--- config.mk ---
export PLATFORM = sky130hd
export DESIGN_NAME = perf_stat_unit_flat
export DESIGN_NICKNAME = d
export VERILOG_FILES = /design/src/rtl/perf_pkg.sv /design/src/rtl/perf_stat_unit_if.sv /design/src/rtl/perf_counter.sv /design/src/rtl/perf_stat_unit.sv /design/src/flat_wrapper.sv
export SDC_FILE = /design/constraint.sdc
export NUM_CORES = 1
export LEC_CHECK = 0
export ABC_AREA = 0
export BUFFER_PORTS_ARGS = -buffer_cell sky130_fd_sc_hd__buf_4
export CORE_ASPECT_RATIO = 0.6
export CORE_MARGIN = 1
export CORE_UTILIZATION = 55
export CTS_CLUSTER_DIAMETER = 150
export DETAILED_ROUTE_END_ITERATION = 10
export HOLD_SLACK_MARGIN = 0.03
export MAX_ROUTING_LAYER = met4
export PLACE_DENSITY = 0.72
export SLEW_MARGIN = 10
export SYNTH_ARGS = -nofsm -noshare
export SYNTH_HDL_FRONTEND = slang
export SYNTH_HIERARCHICAL = 1
export SYNTH_SLANG_ARGS = --single-unit
--- constraint.sdc ---
create_clock -name clk -period 2.78 [get_ports clk]
set_input_delay 0 -clock clk [delete_from_list [all_inputs] [get_ports clk]]
set_output_delay 0 -clock clk [all_outputs]
set_load 0.01 [all_outputs]
--- src/rtl/perf_pkg.sv ---
// Shared definitions for the perf_stat_unit performance-statistics block.
// State encodings, channel roles and default sizing.
package perf_pkg;

    typedef enum logic [1:0] {
        ST_IDLE   = 2'd0,
        ST_RUN    = 2'd1,
        ST_FROZEN = 2'd2
    } state_t;

    localparam int CH_CYCLES    = 0;
    localparam int CH_COND_BR   = 1;
    localparam int CH_UNCOND_BR = 2;
    localparam int CH_USER      = 3;

    localparam int DEF_N_CH  = 4;
    localparam int DEF_CNT_W = 32;
    localparam int DEF_SEL_W = 4;

endpackage

--- src/rtl/perf_stat_unit_if.sv ---
// Core-side bundle for perf_stat_unit: control strobes, events and readout.
// master = core/test side, slave = statistics block.
interface perf_stat_unit_if #(
    parameter int N_CH  = 4,
    parameter int CNT_W = 32,
    parameter int SEL_W = 4
);
    logic             go;
    logic             halt;
    logic [N_CH-1:0]  ev;
    logic             clr;
    logic             snap;
    logic [SEL_W-1:0] rd_sel;
    logic             rd_snap;
    logic [CNT_W-1:0] rd_data;
    logic [N_CH-1:0]  ovf;
    logic             snap_valid;
    logic [1:0]       state_o;

    modport master (
        output go, halt, ev, clr, snap, rd_sel, rd_snap,
        input  rd_data, ovf, snap_valid, state_o
    );

    modport slave (
        input  go, halt, ev, clr, snap, rd_sel, rd_snap,
        output rd_data, ovf, snap_valid, state_o
    );
endinterface

--- src/rtl/perf_counter.sv ---
// One statistics channel: live count, snapshot copy and sticky overflow.
// PERF_SAT_EN defined: saturate at all-ones; otherwise wrap to zero.
module perf_counter #(
    parameter int CNT_W = 32
) (
    input  logic             clk,
    input  logic             rst,
    input  logic             i_clr,
    input  logic             i_snap,
    input  logic             i_inc,
    output logic [CNT_W-1:0] o_cnt,
    output logic [CNT_W-1:0] o_snap,
    output logic             o_ovf
);
    logic [CNT_W-1:0] r_cnt;
    logic [CNT_W-1:0] r_snap;
    logic             r_ovf;
    logic             w_full;

    assign w_full = &r_cnt;

    // Snapshot takes the value before this edge's increment.
    always_ff @(posedge clk) begin
        if (rst || i_clr) begin
            r_cnt  <= '0;
            r_snap <= '0;
            r_ovf  <= 1'b0;
        end else begin
            if (i_snap) begin
                r_snap <= r_cnt;
            end
            if (i_inc) begin
                if (w_full) begin
                    r_ovf <= 1'b1;
`ifdef PERF_SAT_EN
                    r_cnt <= r_cnt;
`else
                    r_cnt <= '0;
`endif
                end else begin
                    r_cnt <= r_cnt + CNT_W'(1);
                end
            end
        end
    end

    assign o_cnt  = r_cnt;
    assign o_snap = r_snap;
    assign o_ovf  = r_ovf;
endmodule

--- src/rtl/perf_stat_unit.sv ---
// Run/halt-gated performance counters with snapshot bank and muxed readout.
// Optional PERF_SAT_EN selects saturating counters (see perf_counter).
module perf_stat_unit
    import perf_pkg::*;
#(
    parameter int N_CH  = DEF_N_CH,
    parameter int CNT_W = DEF_CNT_W,
    parameter int SEL_W = DEF_SEL_W
) (
    input logic             clk,
    input logic             rst,
    perf_stat_unit_if.slave bus
);
    state_t           r_state;
    state_t           w_next;
    logic             w_run;
    logic [CNT_W-1:0] w_cnt [N_CH];
    logic [CNT_W-1:0] w_snp [N_CH];
    logic [N_CH-1:0]  w_ovf;
    logic [CNT_W-1:0] w_rd;
    logic [CNT_W-1:0] r_rd;
    logic             r_snap_valid;

    always_ff @(posedge clk) begin
        if (rst) begin
            r_state <= ST_IDLE;
        end else begin
            r_state <= w_next;
        end
    end

    // halt beats go in RUN; FROZEN leaves only through clr.
    always_comb begin
        w_next = r_state;
        if (bus.clr) begin
            w_next = ST_IDLE;
        end else begin
            unique case (r_state)
                ST_IDLE: begin
                    if (bus.go) w_next = ST_RUN;
                end
                ST_RUN: begin
                    if (bus.halt)     w_next = ST_FROZEN;
                    else if (!bus.go) w_next = ST_IDLE;
                end
                ST_FROZEN: w_next = ST_FROZEN;
                default:   w_next = ST_IDLE;
            endcase
        end
    end

    assign w_run = (r_state == ST_RUN);

    for (genvar g = 0; g < N_CH; g++) begin : g_ch
        perf_counter #(
            .CNT_W (CNT_W)
        ) u_cnt (
            .clk    (clk),
            .rst    (rst),
            .i_clr  (bus.clr),
            .i_snap (bus.snap),
            .i_inc  (w_run & bus.ev[g]),
            .o_cnt  (w_cnt[g]),
            .o_snap (w_snp[g]),
            .o_ovf  (w_ovf[g])
        );
    end

    // Unmatched selects fall through to zero.
    always_comb begin
        w_rd = '0;
        for (int i = 0; i < N_CH; i++) begin
            if (bus.rd_sel == SEL_W'(i)) begin
                w_rd = bus.rd_snap ? w_snp[i] : w_cnt[i];
            end
        end
    end

    always_ff @(posedge clk) begin
        if (rst) begin
            r_rd         <= '0;
            r_snap_valid <= 1'b0;
        end else begin
            r_rd <= w_rd;
            if (bus.clr) begin
                r_snap_valid <= 1'b0;
            end else if (bus.snap) begin
                r_snap_valid <= 1'b1;
            end
        end
    end

    assign bus.rd_data    = r_rd;
    assign bus.ovf        = w_ovf;
    assign bus.snap_valid = r_snap_valid;
    assign bus.state_o    = r_state;
endmodule

--- src/flat_wrapper.sv ---
// flat-port wrapper written by rule: the top's interface ports become plain ports
module perf_stat_unit_flat import perf_pkg::*;
#(
    parameter int N_CH  = DEF_N_CH,
    parameter int CNT_W = DEF_CNT_W,
    parameter int SEL_W = DEF_SEL_W
)
  (clk, rst, bus_go, bus_halt, bus_ev, bus_clr, bus_snap, bus_rd_sel, bus_rd_snap, bus_rd_data, bus_ovf, bus_snap_valid, bus_state_o);
  perf_stat_unit_if #(.N_CH(N_CH), .CNT_W(CNT_W), .SEL_W(SEL_W)) bus_i ();
  input logic clk;
  input logic rst;
  input wire logic [$bits(bus_i.go)-1:0] bus_go;
  input wire logic [$bits(bus_i.halt)-1:0] bus_halt;
  input wire logic [$bits(bus_i.ev)-1:0] bus_ev;
  input wire logic [$bits(bus_i.clr)-1:0] bus_clr;
  input wire logic [$bits(bus_i.snap)-1:0] bus_snap;
  input wire logic [$bits(bus_i.rd_sel)-1:0] bus_rd_sel;
  input wire logic [$bits(bus_i.rd_snap)-1:0] bus_rd_snap;
  output wire logic [$bits(bus_i.rd_data)-1:0] bus_rd_data;
  output wire logic [$bits(bus_i.ovf)-1:0] bus_ovf;
  output wire logic [$bits(bus_i.snap_valid)-1:0] bus_snap_valid;
  output wire logic [$bits(bus_i.state_o)-1:0] bus_state_o;
  assign bus_i.go = bus_go;
  assign bus_i.halt = bus_halt;
  assign bus_i.ev = bus_ev;
  assign bus_i.clr = bus_clr;
  assign bus_i.snap = bus_snap;
  assign bus_i.rd_sel = bus_rd_sel;
  assign bus_i.rd_snap = bus_rd_snap;
  assign bus_rd_data = bus_i.rd_data;
  assign bus_ovf = bus_i.ovf;
  assign bus_snap_valid = bus_i.snap_valid;
  assign bus_state_o = bus_i.state_o;
  perf_stat_unit #(.N_CH(N_CH), .CNT_W(CNT_W), .SEL_W(SEL_W)) u_core (.clk(clk), .rst(rst), .bus(bus_i));
endmodule
Yosys cells after proc, flatten, opt, wreduce, memory -nomap -nowiden --
Index checks and enable logic that the tools add are counted.
Word-level totals: bits in registers 295, bits of input ports 15, output and inout bits 39, logic and storage cells 59
Cells by class: add/subtract/negate cells 4, equality and inequality tests 7, mux-type cells 16, bitwise operators 4, reduce and logical (&&, ||, !) cells 13
Operators by type and width (number):
- 32-bit two-way mux | 12
- 33-bit AND reduction | 4
- 32-bit by 1-bit adder with 32-bit output, second input constant | 4
- 32-bit AND reduction | 4
- 4-bit by 2-bit == test with 1-bit output, second input constant | 2
- 2-bit two-way mux | 3
- 2-bit one-hot mux with 3 select lines | 1
- 1-bit bitwise AND | 4
- 4-bit by 1-bit == test with 1-bit output, second input constant | 1
- 4-bit zero test | 1
- 3-bit inequality test, second input constant | 1
- 2-bit by 1-bit == test with 1-bit output, second input constant | 1
- 2-bit == test, second input constant | 1
- 2-bit zero test | 1
- 2-bit inequality test, second input constant | 1
- 2-bit AND reduction | 1
- 2-bit OR reduction | 1
- 1-bit logical OR | 1

Longest topological paths before layout --
Gate-level depths: netlist of run 1.
word-level depth 5, depth in mapped cells 9, depth with buffers taken out 6

Cells and area by module --
Netlist of run 1, hierarchy kept.
By module, submodules not included:
- perf_counter | times used 4, cells an instance 305, area each 2790.2 um^2, sequential area each 1301.2 um^2
- perf_stat_unit | times used 1, cells an instance 337, area each 3115.5 um^2, sequential area each 700.7 um^2

Worst setup path before layout of run 1 --
Ideal clock, no wire load.
kind register to register, from register u_core.r_state[0], in the netlist u_core/bus.state_o[0], to register u_core.g_ch[0].u_cnt.r_cnt[27], library setup time 0.070 ns, arrival time 2.259 ns, required time 2.710 ns, setup slack 0.451 ns, stages on the path, launching flop included 9, buffers on the path 2, period minus slack after synthesis 2.329 ns, path through dfxtp_1 -> nor2b_1 -> and2_1 -> clkbuf_2 -> nand4_2 -> or4_1 -> clkbuf_2 -> or4_1 -> a21oi_1
Between the ends: word-level cells in the longest chain between the ends 2
RTL lines:
- start, declared | RTL line perf_stat_unit.sv:14 | state_t r_state;
- start signal, assigned | RTL line perf_stat_unit.sv:28 | r_state <= w_next;
- 2-bit by 1-bit == test with 1-bit output | RTL line perf_stat_unit.sv:52 | assign w_run = (r_state == ST_RUN);
- 1-bit bitwise AND | RTL line perf_stat_unit.sv:62 | .i_inc (w_run & bus.ev[g]),
- end signal, assigned | RTL line perf_counter.sv:41 | r_cnt <= r_cnt + CNT_W'(1);
- end, declared | RTL line perf_counter.sv:15 | logic [CNT_W-1:0] r_cnt;
No other way between the ends. A chain may end at the register's enable or synchronous reset.

Worst setup path in the final report of run 1 --
from register u_core.r_state[0], in the netlist u_core/bus.state_o[0], to register u_core.g_ch[1].u_cnt.r_cnt[20]
Between the ends: word-level cells in the longest chain between the ends 2
RTL lines (RTL line):
- 2-bit by 1-bit == test with 1-bit output | perf_stat_unit.sv:52
- 1-bit bitwise AND | perf_stat_unit.sv:62
- end signal, assigned | perf_counter.sv:41
- end, declared | perf_counter.sv:15
No other way between the ends.

==> run_results.csv, run 1 <==
group,metric,value,unit
logic_synthesis,syn_area_per_cell,9.17,um^2
floorplanning,dieArea,0.0266,mm^2
critical_path,slowest_stage,"or4_4",
placed_design,place_ws,55.5,ps
critical_path,cp.arrival,3050,ps
clock_tree,post-cts-setup-buffers,0,
placed_design,place_area,0.0148,mm^2
grt,grt_max_degree,52,
clock_tree,clk_pin_slew,70,ps
floorplanning,die_h,127,um
clock_tree,htreeDepth,1,
power,p_per_area,549,mW/mm^2
detailed_routing,wirelength,39.0,mm
timing,fin_crit_sh,0.917,
critical_path,crit_type,"flip-flop to flip-flop",
detailed_routing,drcViolationCount,0,
power,p_leak,0.00549,uW
timing,worst_pin_slew,805,ps
timing,max_slew_margin,0.463,
clock_tree,cts_root_buf,"clkbuf_16",
logic_synthesis,ys.warnings.count,6,
clock_tree,numCtsBuffers,28,
critical_path,path_max_fanout,21,
logic_synthesis,ys_types,41,
placed_design,portBuffers,53,
critical_path,cp-start-kind,"flip-flop",
floorplanning,die_x,210,um
logic_synthesis,synth_nets,1576,
critical_path,critPathRequiredTime,3280,ps
detailed_routing,postRouteAntennaNets,0,
floorplanning,rows,45,
final_layout,syn_to_final_growth,11.8,%
critical_path,cpPeakStageDelay,650,ps
clock_tree,cts_tree,"yes",
floorplanning,boundaryPins,54,
flow_run,timing.max_cap.violations,0,
timing,final.setup.worst_slack,231,ps
critical_path,worst_setup_path_end_kind,"flip-flop",
clock_tree,clock_sinks,295,
timing,finClkSkew,16.7,ps
detailed_routing,drt_iter0_drc,1317,
run_status,status,"complete, no violations",
final_layout,drive_gt1_frac,0.113,
timing,tns,0,ps
final_layout,fill_cells,2183,
detailed_routing,dr.pass1.iters,5,
logic_synthesis,synthesis.area,0.0143,mm^2
critical_path,crit_chain,"nor2b_1 > buf_4 > and2_2 > nand3_1 > or4_4 > or4_1 > a21oi_1",
worst_hold_path,hold_path.class,"input pin to flip-flop",
clock_tree,worstSkewPairLatency,580,ps
clock_tree,ctsLongestPathBuffers,3,
power,vdd_drop_max,0.437,mV
timing,fmax,0.392,GHz
grt,first_global_vias,10700,
timing,finalMaxSlewViolations,0,
timing,hold_violations,0,
final_layout,antenna_cells,0,
grt,antenna_found_initial,0,
logic_synthesis,synth_seq_cells,295,
logic_synthesis,netlist_instances,1557,
final_layout,stdcell_area,0.0160,mm^2
placed_design,post-dp-hpwl,27.6,mm
detailed_routing,vias_per_cell,6.27,
grt,grt_pass1_wl,60.2,mm
grt,track_usage,0.296,
floorplanning,core_area,0.0254,mm^2
timing,rsz0062_at_grt,"false",
grt,grt_overflow,0,
timing,period_needed,2550,ps
floorplanning,initial_utilization,0.562,
detailed_routing,wire_per_inst,20.1,um
detailed_routing,vias,12100,
placed_design,place_congestion,0.961,
timing,final-setup-viol-count,0,
logic_synthesis,yosysSeqAreaShare,0.414,
final_layout,final_nets,1585,
cell usage in the layout, fill, tap and decap left out, types with 3 or more instances in the layout:
master	count
o21ai_0	20
nand3b_1	9
clkbuf_16	28
and4_1	12
and2_2	4
o22ai_1	36
clkinv_2	5
clkbuf_1	4
nor2_1	217
inv_1	8
o31ai_1	56
nand4_2	4
nor3_1	13
nand2_1	69
or3_1	24
bufinv_16	4
xor2_1	16
dfxtp_1	295
buf_12	3
and3_1	4
o21a_1	33
xnor2_1	24
or2_2	16
buf_4	84
clkbuf_8	6
a21oi_1	84
or4_1	72
mux4_2	4
nand4_1	60
nand3_1	28
dlygate4sd3_1	12
or4_4	9
nor4_1	12
and2_1	8
ha_1	4
o31ai_2	4
nand2b_1	4
mux2i_1	248
o32ai_1	32
cells in the mapped netlist:
master | count | area, um^2
ha_1 | 4 | 50.1
mux2i_1 | 248 | 2480
and4b_1 | 1 | 10.0
nor2b_1 | 2 | 12.5
nor3b_2 | 1 | 12.5
o31ai_2 | 4 | 50.1
buf_2 | 29 | 145
nor4_1 | 12 | 75.1
and3_1 | 4 | 25.0
a21oi_1 | 84 | 420
or3_1 | 24 | 150
buf_1 | 14 | 52.6
nor3_1 | 13 | 65.1
xnor2_1 | 24 | 210
nand3b_1 | 9 | 67.6
nand4_2 | 4 | 50.1
mux2_2 | 1 | 11.3
o22ai_1 | 36 | 225
nor2_1 | 217 | 815
and2_1 | 12 | 75.1
or2_2 | 16 | 100
clkbuf_2 | 8 | 40.0
or4_1 | 76 | 571
or4_4 | 5 | 56.3
dfxtp_1 | 295 | 5910
mux4_2 | 4 | 90.1
buf_4 | 3 | 22.5
inv_1 | 8 | 30.0
and4_1 | 12 | 105
clkbuf_1 | 55 | 206
nand3_1 | 28 | 140
xor2_1 | 16 | 140
or4b_1 | 1 | 10.0
o21ai_0 | 20 | 100
nand2_1 | 69 | 259
buf_6 | 13 | 146
nand2b_1 | 4 | 25.0
o32ai_1 | 32 | 280
o21a_1 | 33 | 248
nand4_1 | 60 | 375
o31ai_1 | 56 | 420
worst paths after layout:
path | slack [ps] | cells after the start | start | end
max | 230 | 7 | u_core/bus.state_o[0] | u_core/g_ch[1].u_cnt/o_cnt[20]
min | 50 | 3 | bus_rd_sel[0] | u_core/bus.rd_data[14]
max reg2reg | 230 | 7 | u_core/bus.state_o[0] | u_core/g_ch[1].u_cnt/o_cnt[20]
min reg2reg | 470 | 1 | u_core/g_ch[2].u_cnt/o_ovf | u_core/g_ch[2].u_cnt/o_ovf
flip-flops by register name, indices dropped and copies added, names as in the netlist:
register,cells
u_core/bus.rd_data,32
u_core/bus.snap_valid,1
u_core/g_ch.u_cnt/o_ovf,4
u_core/g_ch.u_cnt/o_cnt,128
u_core/g_ch.u_cnt/o_snap,128
u_core/bus.state_o,2
critical path, delay by kind of cell (launching register included):
kind / cells / cell delay (ps)
compound gates: 1 / 180
flops: 1 / 360
buf+inv: 1 / 190
simple gates: 5 / 1740
kinds of logic (layout without fill, tap and decap cells):
group | Yosys count | in the layout | share of synthesized area
simple gates | 570 | 570 | 0.210
flops | 295 | 295 | 0.414
xor+xnor | 40 | 40 | 0.0245
mux | 253 | 253 | 0.181
buf+inv | 130 | 160 | 0.0450
compound gates | 265 | 265 | 0.122
fa+ha+maj | 4 | 4 | 0.00351
metal layers:
layer,vias up,wire length (um),GRT usage
li1,5779,-,-
met1,5855,20200,0.473
met2,450,14800,0.375
met3,65,2950,0.0458
met4,0,945,0.0751
met5,-,0,-
through the flow:
step | hold slack [ps] | utilization | power [uW] | std cells
floorplan | 76.6 | - | 4620 | 1557
finish | 54.1 | 0.628 | 8760 | 1939
detailed placement | 280 | 0.584 | 4720 | 1876
global route | 87.6 | 0.628 | 8990 | 1939
global placement | 278 | 0.584 | 4720 | 1876
CTS | 41.2 | 0.627 | 8810 | 1939
timing repair:
| action | CTS | global route |
|---|---|---|
| setup endpoints to repair | 0 | 100 |
| resized for setup | 0 | 8 |
| hold buffers | 12 | 0 |
| hold endpoints to repair | 68 | 0 |
report_power, final:
group,internal (uW),switching (uW),total (uW)
clock network,2390,1730,4120
registers,4230,5.76,4240
logic,154,246,400
final cells by class:
type | instances | area [um^2] | area share
timing repair buffer | 101 | 833 | 0.0522
tap | 352 | 440 | 0.0276
multi-input combinational | 1132 | 7750 | 0.486
inverter | 8 | 30.0 | 0.00188
clock buffer | 38 | 798 | 0.0500
clock inverter | 13 | 193 | 0.0121
sequential | 295 | 5910 | 0.370
No activity file was read; power rests on OpenSTA's default activity.
==> run 2, diff against run 1 <==
==> constraint.sdc (replaced) <==
create_clock -name clk -period 2.9 [get_ports clk]
set_input_delay 0 -clock clk [delete_from_list [all_inputs] [get_ports clk]]
set_output_delay 0 -clock clk [all_outputs]
set_load 0.01 [all_outputs]
==> run_results.csv, run 2 (synthesized netlist as in run 1, its figures left out) <==
group,metric,value,unit
placed_design,portBuffers,53,
final_layout,ff_latch_area,0.00591,mm^2
detailed_routing,wirelength,39.3,mm
floorplanning,initial_utilization,0.562,
placed_design,place_congestion,0.954,
critical_path,ff2ff_path_depth,7,
power,seqPwrFrac,0.489,
power,vdd_drop_max,0.455,mV
grt,grt_max_degree,61,
power,p_int,6450,uW
final_layout,fill_cells,2183,
grt,gr-usage-met3,0.0441,
final_layout,stdcell_area,0.0159,mm^2
grt,antenna_found_initial,1,
critical_path,crit_type,"flip-flop to flip-flop",
final_layout,mostFrequentLayoutCells,"295 x dfxtp_1, 248 x mux2i_1, 217 x nor2_1, 84 x a21oi_1, 82 x buf_4",
final_layout,instances_no_fill,1934,
detailed_routing,wire_per_inst,20.3,um
timing,period_needed,2720,ps
critical_path,cp-endpoint,"u_core/g_ch[1].u_cnt/o_cnt[25]",
detailed_routing,postRouteAntennaNets,0,
timing,max_slew_margin,0.437,
timing,worst_pin_slew,845,ps
final_layout,final_common_cell,"dfxtp_1",
timing,fmax,0.368,GHz
grt,grt-busiest-layer,"met1",
worst_hold_path,hold_path.class,"input pin to flip-flop",
grt,track_usage,0.298,
detailed_routing,vias_per_cell,6.34,
power,p_sw,1860,uW
power,swShare,0.224,
grt,grt.met2_usage,0.366,
timing,finClkSkew,21.5,ps
timing,fin_crit_sh,0.937,
timing,final-setup-viol-count,0,
floorplanning,die_x,210,um
floorplanning,dieArea,0.0266,mm^2
clock_tree,cts_root_buf,"clkbuf_16",
placed_design,placedCellCount,1873,
timing,finalMaxSlewViolations,0,
critical_path,critPathRequiredTime,3390,ps
final_layout,syn_to_final_growth,11.1,%
floorplanning,core_area,0.0254,mm^2
clock_tree,post-cts-setup-buffers,0,
placed_design,place_area,0.0148,mm^2
floorplanning,rows,45,
grt,first_global_vias,10600,
clock_tree,clock_sinks,295,
timing,rsz0062_at_grt,"false",
power,p_per_area,523,mW/mm^2
clock_tree,worstSkewPairLatency,570,ps
critical_path,cp.arrival,3210,ps
final_layout,antenna_cells,0,
detailed_routing,vias,12300,
placed_design,post-dp-hpwl,27.7,mm
clock_tree,numCtsBuffers,28,
critical_path,reg2reg_to,"u_core/g_ch[1].u_cnt/o_cnt[25]",
power,power,8310,uW
detailed_routing,dr.pass1.iters,6,
floorplanning,die_h,127,um
final_layout,final_nets,1579,
power,p_leak,0.00545,uW
final_layout,multiInputGateArea,0.00774,mm^2
critical_path,path_max_fanout,17,
grt,grt_pass1_wl,60.7,mm
flow_run,timing.max_cap.violations,0,
final_layout,drive_gt1_frac,0.107,
detailed_routing,drt_iter0_drc,1459,
critical_path,worstReg2RegStart,"u_core/bus.state_o[0]",
grt,met1_usage,0.487,
floorplanning,boundaryPins,54,
power,clkPwrFrac,0.465,
critical_path,ff2ff_setup_slack,180,ps
clock_tree,clk_pin_slew,60,ps
power,power_frac_comb,0.046,
timing,tns,0,ps
timing,hold_violations,0,
grt,grt_overflow,0,
clock_tree,ctsLongestPathBuffers,3,
clock_tree,htreeDepth,1,
run_status,status,"complete, no violations",
critical_path,worstSetupStartpoint,"u_core/bus.state_o[0]",
critical_path,worst_setup_path_end_kind,"flip-flop",
clock_tree,cts_tree,"yes",
critical_path,cp-start-kind,"flip-flop",
detailed_routing,drcViolationCount,0,
==> run 2: worst min-delay path by stage <==
stage | startpoint | end | cells after the start
global route | bus_snap | u_core/g_ch[1].u_cnt/o_snap[9] | 3
finish | bus_snap | u_core/g_ch[1].u_cnt/o_snap[6] | 3
floorplan | bus_clr | u_core/bus.state_o[1] | 1
global placement | bus_go | u_core/bus.state_o[0] | 2
detailed placement | bus_go | u_core/bus.state_o[0] | 2
CTS | bus_snap | u_core/g_ch[1].u_cnt/o_snap[1] | 3
==> run 2: area by class of cell <==
class	instances	share of cell area
Multi-Input combinational cell	1132	0.488
Sequential cell	295	0.372
Clock buffer	45	0.0551
Timing Repair Buffer	95	0.0484
Tap cell	352	0.0278
Clock inverter	7	0.00647
Inverter	8	0.00189
==> run 2: metrics by stage <==
step	setup WS [ps]	hold slack, ps	utilization
floorplan	571	76.6	-
finish	183	23.3	0.625
detailed placement	141	281	0.582
global route	30.3	44.7	0.625
CTS	120	30.1	0.624
global placement	246	285	0.582
==> run 2: layer usage <==
layer,vias up,wire length [um]
li1,5778,-
met1,5881,20000
met2,534,14900
met3,60,3540
met4,0,892
met5,-,0
==> run 2: power by group through the flow <==
| stage | Clock (uW) | Sequential (uW) | Combinational (uW) |
|---|---|---|---|
| after global placement | 0 | 4160 | 366 |
| after floorplan | 0 | 4160 | 267 |
| after detailed placement | 0 | 4160 | 367 |
| after CTS | 3900 | 4060 | 377 |
| final | 3860 | 4060 | 382 |
| after global routing | 4090 | 4060 | 399 |
==> run 2: worst max-delay path, stage by stage (launching register included) <==
cell and delay [ps]:
dfxtp_1 360, nor2b_1 160, buf_4 200, and2_1 300, nand4_2 130, or4_1 740
or4_1 590, a21oi_1 170
==> run 2: repair_timing <==
action	in CTS	in global routing
hold endpoints to repair	22	0
hold buffers	9	0
gates resized for setup	0	3
endpoints found under the setup margin	0	13
